[config.mk]
export PLATFORM = sky130hd
export DESIGN_NAME = gate_truth_sequencer
export DESIGN_NICKNAME = d
export VERILOG_FILES = /design/src/rtl/gate_truth_sequencer_pkg.sv /design/src/rtl/gate_truth_sequencer_settle_timer.sv /design/src/rtl/gate_truth_sequencer.sv
export SDC_FILE = /design/constraint.sdc
export NUM_CORES = 1
export LEC_CHECK = 0
export CAP_MARGIN = 20
export CORE_AREA = 2 2 51 53
export CTS_CLUSTER_SIZE = 12
export DETAILED_ROUTE_END_ITERATION = 7
export DIE_AREA = 0 0 53 55
export PLACE_DENSITY = 0.63
export RECOVER_POWER = 100
export SYNTH_ARGS = -nofsm -noshare
export SYNTH_HDL_FRONTEND = slang
export SYNTH_SLANG_ARGS = --single-unit
[constraint.sdc]
create_clock -name clk -period 2.5 [get_ports clk]
set_clock_uncertainty 0.2 [all_clocks]
set_input_delay 0.75 -clock clk [delete_from_list [all_inputs] [get_ports clk]]
set_output_delay 0.75 -clock clk [all_outputs]
set_load 0.03 [all_outputs]
[src/rtl/gate_truth_sequencer_pkg.sv]
// Shared definitions for the gate truth-table sequencer and its sibling gate labs.
package gate_truth_sequencer_pkg;

    typedef enum logic [1:0] {
        ST_IDLE   = 2'd0,
        ST_WAIT   = 2'd1,
        ST_SAMPLE = 2'd2,
        ST_DONE   = 2'd3
    } seq_state_e;

    // Two-input truth tables, bit k = expected output for input code k.
    localparam logic [3:0] TT_OR2  = 4'b1110;
    localparam logic [3:0] TT_AND2 = 4'b1000;
    localparam logic [3:0] TT_XOR2 = 4'b0110;

endpackage

[src/rtl/gate_truth_sequencer_settle_timer.sv]
// Down-counter used for the per-code settle wait; zero_o flags the final wait cycle.
module settle_timer #(
    parameter int unsigned W = 2
) (
    input  logic         clk,
    input  logic         rst,
    input  logic         load_i,
    input  logic [W-1:0] load_val_i,
    input  logic         dec_i,
    output logic         zero_o
);

    logic [W-1:0] count_q;
    logic [W-1:0] count_d;

    always_comb begin
        count_d = count_q;
        if (load_i) begin
            count_d = load_val_i;
        end else if (dec_i && (count_q != '0)) begin
            count_d = count_q - W'(1);
        end
    end

    always_ff @(posedge clk) begin
        if (rst) begin
            count_q <= '0;
        end else begin
            count_q <= count_d;
        end
    end

    assign zero_o = (count_q == '0);

endmodule

[src/rtl/gate_truth_sequencer.sv]
// Self-test controller: walks every input code of an external gate and checks it against TRUTH_TABLE.
module gate_truth_sequencer
    import gate_truth_sequencer_pkg::*;
#(
    parameter int unsigned            N_IN        = 2,
    parameter int unsigned            SETTLE      = 2,
    parameter logic [(1<<N_IN)-1:0]   TRUTH_TABLE = TT_OR2
) (
    input  logic            clk,
    input  logic            rst,
    input  logic            start,
    input  logic            abort,
    output logic [N_IN-1:0] gate_in,
    input  logic            gate_out,
    output logic            busy,
    output logic            done,
    output logic            pass,
    output logic [N_IN:0]   err_count,
    output logic [N_IN-1:0] first_fail_idx
);

    localparam int unsigned NV = 1 << N_IN;
    localparam int unsigned CW = N_IN + 1;
    localparam int unsigned TW = (SETTLE < 1) ? 1 : $clog2(SETTLE + 1);
    // Loading SETTLE-1 makes the zero flag mark the last of SETTLE wait cycles.
    localparam logic [TW-1:0] SETTLE_LD = TW'(SETTLE - 1);

    seq_state_e      state_q, state_d;
    logic [N_IN-1:0] idx_q, idx_d;
    logic [CW-1:0]   err_q, err_d;
    logic [N_IN-1:0] ffi_q, ffi_d;
    logic            pass_q, pass_d;

    logic timer_load;
    logic timer_dec;
    logic timer_zero;
    logic last_code;
    logic mismatch;

    assign last_code = (idx_q == N_IN'(NV - 1));
    assign mismatch  = (gate_out != TRUTH_TABLE[idx_q]);

    settle_timer #(
        .W (TW)
    ) u_settle_timer (
        .clk        (clk),
        .rst        (rst),
        .load_i     (timer_load),
        .load_val_i (SETTLE_LD),
        .dec_i      (timer_dec),
        .zero_o     (timer_zero)
    );

    always_ff @(posedge clk) begin
        if (rst) begin
            state_q <= ST_IDLE;
        end else begin
            state_q <= state_d;
        end
    end

    always_comb begin
        state_d = state_q;
        unique case (state_q)
            ST_IDLE:   if (start) state_d = ST_WAIT;
            ST_WAIT:   if (abort) state_d = ST_IDLE;
                       else if (timer_zero) state_d = ST_SAMPLE;
            ST_SAMPLE: if (abort) state_d = ST_IDLE;
                       else if (last_code) state_d = ST_DONE;
                       else state_d = ST_WAIT;
            ST_DONE:   state_d = ST_IDLE;
            default:   state_d = ST_IDLE;
        endcase
    end

    always_comb begin
        busy       = (state_q == ST_WAIT) || (state_q == ST_SAMPLE);
        done       = (state_q == ST_DONE);
        timer_dec  = (state_q == ST_WAIT);
        timer_load = ((state_q == ST_IDLE) && start) ||
                     ((state_q == ST_SAMPLE) && !abort && !last_code);
    end

    // Abort wins over the compare, so an aborted sample never touches the error record.
    always_comb begin
        idx_d  = idx_q;
        err_d  = err_q;
        ffi_d  = ffi_q;
        pass_d = pass_q;
        unique case (state_q)
            ST_IDLE: begin
                if (start) begin
                    idx_d  = '0;
                    err_d  = '0;
                    ffi_d  = '0;
                    pass_d = 1'b0;
                end
            end
            ST_WAIT: begin
                if (abort) begin
                    idx_d  = '0;
                    pass_d = 1'b0;
                end
            end
            ST_SAMPLE: begin
                if (abort) begin
                    idx_d  = '0;
                    pass_d = 1'b0;
                end else begin
                    if (mismatch) begin
                        err_d = err_q + CW'(1);
                        if (err_q == '0) ffi_d = idx_q;
                    end
                    if (last_code) pass_d = (err_d == '0);
                    else idx_d = idx_q + N_IN'(1);
                end
            end
            default: ;
        endcase
    end

    always_ff @(posedge clk) begin
        if (rst) begin
            idx_q  <= '0;
            err_q  <= '0;
            ffi_q  <= '0;
            pass_q <= 1'b0;
        end else begin
            idx_q  <= idx_d;
            err_q  <= err_d;
            ffi_q  <= ffi_d;
            pass_q <= pass_d;
        end
    end

    assign gate_in        = idx_q;
    assign pass           = pass_q;
    assign err_count      = err_q;
    assign first_fail_idx = ffi_q;

endmodule

==> summary.md <==
| Metric | Value |
|---|---|
| Vias/cell | `5.01` |
| Die H | `55 um` |
| Worst-Margin Slew | `471 ps` |
| Aggregate negative setup slack | `0 ps` |
| Power Total | `0.462 mW` |
| Post-Syn Nets | `111` |
| Final hold vios | `0` |
| DRT iter0 DRCs | `16` |
| Area growth from synthesis to layout | `29.2%` |
| Syn avg cell area | `8.34 um^2` |
| Crit. Startpoint | `gate_in[0]` |
| Clock share of power | `34.1%` |
| Req. time, crit path | `1550 ps` |
| Cell at the slowest stage of the critical path | `dlygate4sd3_1` |
| Via count of the first global-routing pass | `682` |
| DP Worst Slack | `154 ps` |
| Main flop type after synthesis | `dfxtp_1` |
| Post-Syn Instances | `96` |
| Worst hold path depth | `2` |
| Worst setup EP type | `output port` |
| Total CTS buffers | `3` |
| Reg-to-reg endpoint | `first_fail_idx[1]` |
| MaxCap Viol Count | `0` |
| Share of layout cells above drive strength 1 | `9.32%` |
| DR pass1 iterations | `4` |
| Power Dens Cells | `446 nW/um^2` |
| Final period utilization | `96.1%` |
| Most common cell after layout, fill and taps aside | `inv_1` |
| Clock Tree Buf Depth | `2` |
| Worst-skew pair later-pin latency | `280 ps` |
| Count of different cell masters after synthesis | `32` |
| Fill count | `260` |
| Port Buffers | `14` |
| Commonest non-fill, non-tap cells in the layout | `inv_1 (13), dfxtp_1 (12), ha_1 (10)` |
| Worst R2R Setup Slack | `560 ps` |
| GRT Util Overall | `13.2%` |
| Antenna Nets Post-Route | `0` |
| Cell chain of the critical path | `dlygate4sd3_1` |
| Internal | `0.327 mW` |
| Max-Slew Margin vs Limit | `68.5%` |
| RSZ-0062 raised after global routing | `no` |
| Largest net degree at the start of global routing | `10` |
| Worst reg2reg path depth | `6` |
| Clk pin slew, worst setup/hold paths | `80 ps` |
| Die X | `53 um` |
| Post-synthesis register bit count | `12` |
| Worst r2r src | `state_q[0]` |
| WP buf/inv | `1` |
| Placed cell areas | `1010 um^2` |
| Final wirelength | `1720 um` |
| Critical path launch point type | `flop` |
| Core area | `2360 um^2` |
| Asr flop ratio synth | `0%` |
| CTS tree | `built` |
| Total gr overflow | `0` |
| Hold_sp | `pass` |
| Antenna diodes | `0` |
| Non-filler cells, final | `148` |
| Synth warnings | `0` |
| Initial antenna violation count | `0` |
| Finish-stage setup viols | `0` |
| Final weighted congestion in routability-driven placement | `0.867` |
| Mapped Area | `801 um^2` |
| Slew Limit Fails | `0` |
| Global-route wire length before repair | `2730 um` |
| Final Cell Area | `1030 um^2` |
| Critical path type | `flop to output port` |
| Synth top area cells | `dfxtp_1 (30%), ha_1 (16%), inv_1 (6.1%)` |
| Top-area cell type share of the netlist area | `30.0%` |
| CP Data Arrival Time | `1450 ps` |
| Leak | `0.425 nW` |
| Post-synth EDFFs | `0` |
| Crit path max-delay family | `buffers and inverters` |
| Worst VDD drop | `0.351 mV` |
| Root buffer cell | `clkbuf_4` |
| Number of setup buffers added after CTS | `0` |
| Initial Util | `33.9%` |
| Layout Utilization | `43.8%` |
| Hold Crit Class | `flop to flop` |
| Register area | `240 um^2` |
| Via count | `742` |
| Outcome | `finished, final reports clean` |
| Rows | `18` |
| Clock Sinks | `12` |
| Setup ws final | `98.0 ps` |
| Switching power | `0.134 mW` |
| DR WL/cell | `11.6 um` |
| Sw Ratio | `29.1%` |
| Part of the power in registers | `43.6%` |
| Seq/Total Area, Yosys | `30.0%` |
| IO Count | `15` |
| Htree depth | `1` |
| Area of the multi-input gates | `500 um^2` |
| CP max stage delay | `760 ps` |
| Fmax | `416 MHz` |
| Leading area contributor after synthesis | `dfxtp_1` |
| Min Hold Slack | `312 ps` |
| Layout Nets | `134` |
| Power share of the combinational group | `22.3%` |
| Min-Delay Endpoint | `pass` |
| Number of remaining DRC errors | `0` |
| Die area | `2920 um^2` |
| Max FO, Critical Path | `5` |
| Tmin final | `2400 ps` |
| Dpl hpwl | `1350 um` |
| Placed Cells | `144` |
[worst max-delay path by stage]
stage | to | slack (ps) | cells past startpoint
after floorplan | pass | 580 | 6
after global placement | busy | 170 | 3
after detailed placement | first_fail_idx[1] | 150 | 5
after CTS | busy | 110 | 3
after global routing | gate_in[0] | 30 | 1
final | gate_in[0] | 100 | 1
[sequential cells by signal (all words and copies together) (netlist names)]
signal and count:
err_count 3, first_fail_idx 2, gate_in 2, state_q 2
u_settle_timer.count_q 2, pass 1
[kinds of logic (layout without fill, tap and decap cells)]
logic type               Yosys count  count (layout)  synth area share (%)
AO/OA/AOI/OAI                     25              25                  20.9
adder cells (fa/ha/maj)           10              10                  15.6
flip-flops                        12              12                  30.0
buffers and inverters             14              36                  6.56
XOR/XNOR                           4               4                  4.38
AND/OR/NAND/NOR                   31              31                  22.5
[synthesized netlist by cell type, types with 2 or more instances]
library cell	count
a211o_1	2
a21oi_1	9
dfxtp_1	12
ha_1	10
inv_1	13
nand2_1	8
nand2b_1	4
nand3_1	3
nor2_1	5
o21ai_0	2
o31ai_1	5
xnor2_1	3
[what timing repair did]
| item | CTS | global route |
|---|---|---|
| endpoints found under the setup margin | 2 | 0 |
| gates resized for setup | 2 | 0 |
| hold buffers | 0 | 0 |
[layout make-up]
cell class,count,share of cell area [%]
multi-input combinational,70,48.4
sequential,12,23.2
timing repair buffer,19,16.6
inverter,13,4.72
tap,30,3.63
clock buffer,4,3.51
[metal layers]
layer	global-route usage, %	part of all wire (%)	vias up
met5	0	0	-
met4	7.69	2.2	0
met3	3.23	4.3	5
met2	22.5	44	17
met1	15.0	49	339
li1	-	-	381
[power by group through the flow]
stage	clock network, mW	registers (mW)	logic (mW)
finish	0.157	0.201	0.103
global route	0.170	0.202	0.115
CTS	0.161	0.201	0.108
detailed placement	0	0.206	0.110
global placement	0	0.206	0.108
floorplan	0	0.205	0.0767
Power figures use the tool's default switching activity.
